File: config.mk
export PLATFORM = sky130hd
export DESIGN_NAME = ieeedrv_ram_arbiter
export DESIGN_NICKNAME = d
export VERILOG_FILES = /design/src/rtl/ieeedrv_ram_arbiter.sv
export SDC_FILE = /design/constraint.sdc
export NUM_CORES = 1
export LEC_CHECK = 0
export CORE_ASPECT_RATIO = 0.75
export CORE_UTILIZATION = 46
export DETAILED_ROUTE_END_ITERATION = 10
export PLACE_DENSITY = 0.8
export SLEW_MARGIN = 20
export SYNTH_ARGS = -nofsm -noshare
export SYNTH_HDL_FRONTEND = slang
export SYNTH_SLANG_ARGS = --single-unit
File: constraint.sdc
create_clock -name clk_sys -period 1.8 [get_ports clk_sys]
set_input_delay 0.18 -clock clk_sys [delete_from_list [all_inputs] [get_ports clk_sys]]
set_output_delay 0.18 -clock clk_sys [all_outputs]
set_load 0.03 [all_outputs]
File: src/rtl/ieeedrv_ram_arbiter.sv
// ieeedrv_ram_arbiter
// Time-shares one single-port buffer RAM (8-bit data, 1-cycle read latency)
// between the DOS CPU (port A), the controller CPU (port B) and a host DMA
// port (port H). CPU strobes are captured into per-port pending registers and
// served with fixed priority A > B > host; the host only ever gets slots that
// neither CPU wants, so CPU latency stays bounded no matter what the host does.
//
// Ports:
//   clk_sys, reset        system clock, synchronous active-high reset
//   a_stb/a_addr/a_we/a_din, a_q   DOS CPU strobe-based access, read data held
//   b_stb/b_addr/b_we/b_din, b_q   controller CPU access, read data held
//   h_req/h_addr/h_we/h_din        host request (level, held until h_ack)
//   h_ack, h_q                     host completion pulse and read data
//   mem_addr/mem_we/mem_din, mem_q RAM interface
//   ovf                            sticky: strobe hit a still-pending request
module ieeedrv_ram_arbiter #(
  parameter int AW       = 12,
  parameter int H_STARVE = 64
) (
  input  logic          clk_sys,
  input  logic          reset,
  input  logic          a_stb,
  input  logic [AW-1:0] a_addr,
  input  logic          a_we,
  input  logic [7:0]    a_din,
  output logic [7:0]    a_q,
  input  logic          b_stb,
  input  logic [AW-1:0] b_addr,
  input  logic          b_we,
  input  logic [7:0]    b_din,
  output logic [7:0]    b_q,
  input  logic          h_req,
  input  logic [AW-1:0] h_addr,
  input  logic          h_we,
  input  logic [7:0]    h_din,
  output logic          h_ack,
  output logic [7:0]    h_q,
  output logic [AW-1:0] mem_addr,
  output logic          mem_we,
  output logic [7:0]    mem_din,
  input  logic [7:0]    mem_q,
  output logic          ovf
);

  localparam int            SW         = $clog2(H_STARVE + 1);
  localparam logic [SW-1:0] STARVE_MAX = SW'(H_STARVE);

  typedef enum logic [2:0] {IDLE, GRANT_A, GRANT_B, GRANT_H, RD_WAIT} state_e;
  typedef enum logic [1:0] {PORT_A, PORT_B, PORT_H} port_e;

  state_e        state_q, state_d;
  port_e         rdPort_q, rdPort_d;

  logic          aPend_q, aWe_q;
  logic [AW-1:0] aAddr_q;
  logic [7:0]    aDin_q;
  logic          bPend_q, bWe_q;
  logic [AW-1:0] bAddr_q;
  logic [7:0]    bDin_q;

  logic [7:0]    aQ_q, bQ_q, hQ_q;
  logic          hWrAck_q;
  logic          ovf_q;
  logic [AW-1:0] memAddrHold_q;
  logic [SW-1:0] starve_q;

  logic          aReq, bReq, hReq, hAck, hBusy;
  logic [AW-1:0] memAddr;
  logic          memWe;
  logic [7:0]    memDin;
  logic          decide;

  // A pending request that is being granted this very cycle is no longer a
  // request; a fresh strobe always is, so back-to-back accesses need no gap.
  assign aReq = a_stb || (aPend_q && (state_q != GRANT_A));
  assign bReq = b_stb || (bPend_q && (state_q != GRANT_B));

  // The host still holds h_req during its grant and its ack cycle; masking
  // those cycles stops one request from being served twice.
  assign hAck  = hWrAck_q || ((state_q == RD_WAIT) && (rdPort_q == PORT_H));
  assign hBusy = (state_q == GRANT_H) || hAck;
  assign hReq  = h_req && !hBusy;

  assign a_q      = aQ_q;
  assign b_q      = bQ_q;
  assign h_ack    = hAck;
  assign h_q      = hAck ? mem_q : hQ_q;
  assign ovf      = ovf_q;
  assign mem_addr = memAddr;
  assign mem_din  = memDin;
  // Gating with reset keeps an interrupted write grant from reaching the RAM.
  assign mem_we   = memWe && !reset;

  // Strobe capture runs regardless of the FSM; a new strobe overrides the
  // clear that would otherwise happen when the old request is granted.
  always_ff @(posedge clk_sys) begin
    if (reset) begin
      aPend_q <= 1'b0;
      aWe_q   <= 1'b0;
      aAddr_q <= '0;
      aDin_q  <= 8'h00;
      bPend_q <= 1'b0;
      bWe_q   <= 1'b0;
      bAddr_q <= '0;
      bDin_q  <= 8'h00;
      ovf_q   <= 1'b0;
    end else begin
      if (a_stb) begin
        aPend_q <= 1'b1;
        aWe_q   <= a_we;
        aAddr_q <= a_addr;
        aDin_q  <= a_din;
      end else if (state_q == GRANT_A) begin
        aPend_q <= 1'b0;
      end
      if (b_stb) begin
        bPend_q <= 1'b1;
        bWe_q   <= b_we;
        bAddr_q <= b_addr;
        bDin_q  <= b_din;
      end else if (state_q == GRANT_B) begin
        bPend_q <= 1'b0;
      end
      if ((a_stb && aPend_q) || (b_stb && bPend_q)) begin
        ovf_q <= 1'b1;
      end
    end
  end

  // Next-state and RAM drive. Reads detour through RD_WAIT to collect mem_q;
  // writes finish in their grant cycle and arbitrate again immediately.
  always_comb begin
    state_d  = state_q;
    rdPort_d = rdPort_q;
    memAddr  = memAddrHold_q;
    memWe    = 1'b0;
    memDin   = 8'h00;
    decide   = 1'b0;
    case (state_q)
      IDLE: decide = 1'b1;
      GRANT_A: begin
        memAddr = aAddr_q;
        memDin  = aDin_q;
        memWe   = aWe_q;
        if (aWe_q) begin
          decide = 1'b1;
        end else begin
          state_d  = RD_WAIT;
          rdPort_d = PORT_A;
        end
      end
      GRANT_B: begin
        memAddr = bAddr_q;
        memDin  = bDin_q;
        memWe   = bWe_q;
        if (bWe_q) begin
          decide = 1'b1;
        end else begin
          state_d  = RD_WAIT;
          rdPort_d = PORT_B;
        end
      end
      GRANT_H: begin
        memAddr = h_addr;
        memDin  = h_din;
        memWe   = h_we;
        if (h_we) begin
          decide = 1'b1;
        end else begin
          state_d  = RD_WAIT;
          rdPort_d = PORT_H;
        end
      end
      RD_WAIT: decide = 1'b1;
      default: state_d = IDLE;
    endcase
    if (decide) begin
      if (aReq) begin
        state_d = GRANT_A;
      end else if (bReq) begin
        state_d = GRANT_B;
      end else if (hReq) begin
        state_d = GRANT_H;
      end else begin
        state_d = IDLE;
      end
    end
  end

  // State, read-data capture and the informational host starvation counter,
  // which saturates and never influences arbitration.
  always_ff @(posedge clk_sys) begin
    if (reset) begin
      state_q       <= IDLE;
      rdPort_q      <= PORT_A;
      memAddrHold_q <= '0;
      hWrAck_q      <= 1'b0;
      aQ_q          <= 8'h00;
      bQ_q          <= 8'h00;
      hQ_q          <= 8'h00;
      starve_q      <= '0;
    end else begin
      state_q       <= state_d;
      rdPort_q      <= rdPort_d;
      memAddrHold_q <= memAddr;
      hWrAck_q      <= (state_q == GRANT_H) && h_we;
      if (state_q == RD_WAIT) begin
        case (rdPort_q)
          PORT_A:  aQ_q <= mem_q;
          PORT_B:  bQ_q <= mem_q;
          PORT_H:  hQ_q <= mem_q;
          default: ;
        endcase
      end
      if (!h_req || (state_d == GRANT_H)) begin
        starve_q <= '0;
      end else if (starve_q != STARVE_MAX) begin
        starve_q <= starve_q + 1'b1;
      end
    end
  end

endmodule

* After elaboration in Yosys (flattened, before gate mapping)
Cells that the tools add are included.
Word-level totals: ROM bits 0, memories kept 0, register bits after elaboration 87, bits in latches 0, bits in writable memories 0
Operators by class: bitwise gates (word level) 0, $lt $le $gt $ge 0, shift operators 0, reduce and logical (&&, ||, !) cells 26, muxes and demuxes 24, add/sub/neg operators 0, equality and inequality tests 15, multiply operators 0, div/mod/pow operators 0
Operators by type and width (number):
- $pmux W12 S3 | 1
- $pmux W8 S3 | 1
- $mux W2 | 6
- $mux W3 | 4
- $pmux W3 S4 | 1
- $ne A3 B3 Y1 const B | 3
- $logic_and A1 B1 Y1 | 8
- $mux W8 | 1
- $reduce_and A4 Y1 | 2
- $mux W1 | 7
- $eq A3 B2 Y1 const B | 2
- $ne A2 B2 Y1 const B | 3
- $pmux W2 S3 | 1
- $reduce_and A2 Y1 | 3
- $logic_or A1 B1 Y1 | 5
- $pmux W1 S4 | 1
- $reduce_bool A2 Y1 | 2
- $eq A3 B1 Y1 const B | 1
- $eq A3 B3 Y1 const B | 1
- $logic_not A3 Y1 | 1
- $ne A3 B1 Y1 const B | 1
- $ne A3 B2 Y1 const B | 1
- $pmux W1 S3 | 1
- $reduce_bool A3 Y1 | 1
- other kinds (6) | 7

* Logic depth before layout (Yosys ltp)
depth in word-level cells 10, gate-level depth with buffers 6

* Least setup slack after synthesis
No wires, ideal clock.
path kind reg2out, start point reg state_q[1], end point out mem_we, slack -0.031 ns, stages on the path, launching flop included 7, arrival 1.651 ns, buffers on the path 2, required time 1.620 ns, path through dfxtp_1 buf_2 buf_4 nand2_1 nand2_1 a22oi_1 nor3_1
On the way: longest elaborated chain between the ends 3
RTL lines:
- from (decl) | line 51 | state_e state_q, state_d;
- from (signal assigned) | line 203 | state_q <= state_d;
- $eq A3 B2 Y1 or $eq A3 B1 Y1 (tied branches) | line 139 | case (state_q)
- $pmux W1 S3 (*) | line 139
- $logic_and A1 B1 Y1 (*) | line 92 | assign mem_we = memWe && !reset;
- to (decl) | line 39 | output logic mem_we,
Every way passes the cells marked *; elsewhere a longest branch is shown, timed or not.

* Worst setup path in the final report
start point reg state_q[1], end point out h_q[0]
On the way: longest elaborated chain between the ends 4
RTL lines:
- $eq A3 B3 Y1 | line 80 | assign hAck = hWrAck_q || ((state_q == RD_WAIT) && (rdPort_q == PORT_H));
- $logic_and A1 B1 Y1 | line 80
- $logic_or A1 B1 Y1 | line 80
- $mux W8 | line 87 | assign h_q = hAck ? mem_q : hQ_q;
- to (decl) | line 37 | output logic [7:0] h_q,
Every way passes these cells.

==> metrics <==
Synth Area in Compound Gates=10.3%; CP top delay family=flip-flops; clock power share=27.3%; startpoint type of the worst setup path=flip-flop; Layout Utilization=around three quarters; Synth cell types=34; DRT Pass-1 Iters=5; Synth area leader=dfxtp_1; TritonCTS sink count=87; outcome=finished with violations; RSZ-0062 raised after global routing=yes; grt total ovfl=0; Antenna Nets Post-Route=0; final WL=between 10000 and 15000 um; largest fanout on the critical path=4; Detailed Route Iter0 Violations=147; max-slew violation count=0; routed vias=3324; Mapped Nets=about 450; sequential power share=44.2%; Crit Path Category=flip-flop to output pin; Core Region=between 7000 and 8000 sq um; clk_lat worst skew=350 ps; Buf/Inv on CP=2; synthesis-stage register bit count=87; number of enable flip-flop cells after synthesis=0; vias per inst=between 5 and 6; Bufs on Longest Clock Path=2; Root Driver=clkbuf_8; CTS Hold Bufs=0; clk slew on worst S/H paths=90 ps; VDD IR max=around 0.5 mV; dpl hpwl=7120 um; FP Rows=28; Syn Inst Count=376; Slew @ Worst Pin=491 ps; fillers=~540; switch share=30.1%; Routed wire per std cell=17.5 um; Post-synth top flop=dfxtp_1; vias in the first global route=between 3000 and 4000; RD Place Congestion=between 0.8 and 0.9; IO Count=approximately 120; average size of a mapped cell=between 10 and 15 sq um; count leader, synth=dfxtp_1; DRC=0; register area share after synthesis=a little under half; Die H=80.7 um; Total GRT Usage=25.1%; Num CTS Buffers=9; die width=107 um; XOR/XNOR share of the synthesized area=0%; min Tclk post-route=1910 ps; FMAX=0.525 GHz; share of layout cells above drive strength 1=27.0%; Syn. warnings=0; largest net degree at the start of global routing=28; largest family of logic cells by synthesized area=multiplexers; Total Power=between 4 and 5 mW; combinational share of power=28.5%; CP Capture Type=output pin; Slowest-stage cell, CP=dfxtp_4; multiplexer area fraction after synthesis=approximately a quarter; final hold violations=0; Psw=around 1.4 mW; Worst slew margin=67.1%; first-pass GRT wire length=approximately 16000 um; final hold slack=between 200 and 250 ps; Synth Area in Simple Gates=approximately 14%; Synth area leaders=dfxtp_1 46%, mux2i_1 21%, nor2_1 7.9%; period utilization=106%; commonest cells in the synthesized netlist=87 x dfxtp_1, 80 x nor2_1, 79 x mux2i_1; setup TNS=-1090 ps; Inserted Diodes=0; leak pwr=2.50 nW; Nets=600; Cell Chain, Critical Path=nor2_4, a41oi_4, buf_4, mux2_4, buf_6; CP max stage delay=400 ps; setup slack after layout=-106 ps; Initial Util=around 48%; crit path DAT=approximately 1700 ps; initial antenna violation count=0; final setup fails=25; CTS tree=done; post-place setup slack=-192 ps; Cell Pwr Density=813 nW/um^2; ys async rst share=0%; Worst Hold Class=input port to flip-flop; Worst EP required=1620 ps; adder and majority cell fraction of the synthesized area=0%; Buffers on Ports=122; post-synth top area share=between 40 and 50%; Synth Cell Area=~3800 sq um; Layout Area Growth over Synthesis=55.1%; max_cap viols=0; die area=approximately 8600 sq um; violated checks=setup timing; clock skew=14.4 ps; P_int=3.35 mW; CTS H-Tree Depth=3
==> registers in the layout, summed over array words and instances (netlist names), 3 cells and up <==
signal / count
aAddr_q: 12
bAddr_q: 12
memAddrHold_q: 12
aDin_q: 8
a_q: 8
bDin_q: 8
b_q: 8
hQ_q: 8
state_q: 3
==> cell type report <==
class                   instances  area, sq um  share of cell area (%)
multi-input cells             255         2090                    35.5
inverters                       4         17.5                   0.297
well taps                     105          131                    2.23
clock buffers                  11          151                    2.57
flip-flops and latches         87         1750                    29.8
clock inverters                 5         40.0                   0.679
repair buffers                167         1710                    29.0
==> worst paths after layout <==
check / startpoint / end / slack [ps] / cells after the start
max: state_q[1]$_SDFFE_PP0P_ / h_q[0] / -110 / 5
min: reset / bDin_q[7]$_SDFFE_PP0P_ / 250 / 2
max reg2reg: state_q[0]$_SDFFE_PP0P_ / state_q[0]$_SDFFE_PP0P_ / 30 / 6
min reg2reg: a_q[2]$_SDFFE_PP0P_ / a_q[2]$_SDFFE_PP0P_ / 500 / 2
==> power by group through the flow <==
| stage | Sequential [mW] | Combinational (mW) | Clock, mW |
|---|---|---|---|
| 6_report | 2.12 | 1.37 | 1.31 |
| 5_1_grt | 2.13 | 1.44 | 1.41 |
| 4_1_cts | 2.11 | 1.27 | 1.32 |
| 3_5_place_dp | 2.14 | 1.13 | 0 |
| 3_3_place_gp | 2.14 | 1.11 | 0 |
| 2_1_floorplan | 2.15 | 0.654 | 0 |
==> stage by stage <==
stage | area [sq um] | cells
final | 5890 | 634
after global routing | 5890 | 634
after CTS | 5660 | 627
after detailed placement | 5190 | 602
after global placement | 5190 | 602
after floorplan | 3800 | 376
==> timing repair <==
| action | in CTS | in global routing |
|---|---|---|
| gates resized for setup | 93 | 43 |
| gates cloned | 4 | 1 |
| pin swaps | 5 | 10 |
| endpoints found under the setup margin | 43 | 40 |
| setup buffers | 5 | 6 |
==> cell families after synthesis <==
group / after synthesis
buf+inv: 35
compound gates: 46
flops: 87
simple gates: 113
mux: 95
==> layout by cell type (no fill, tap or decap), drive strengths merged, types with 3 or more instances in the layout <==
cell type / n
clkdlybuf4s50: 91
dfxtp: 87
nor2: 81
mux2i: 79
buf: 74
mux2: 16
nor2b: 14
o22a: 12
clkbuf: 12
a2bb2oi: 12
a22oi: 9
a21oi: 5
inv: 5
nand2b: 4
nand2: 3
clkinvlp: 3
==> per-layer routing <==
layer	wire length, um	up-vias	track usage [%]
met5	0	-	0
met4	148	0	6.44
met3	700	12	7.55
met2	5260	113	41.7
met1	4950	1574	32.1
li1	-	1625	-
Note: power is estimated with default switching activity, not from simulation.
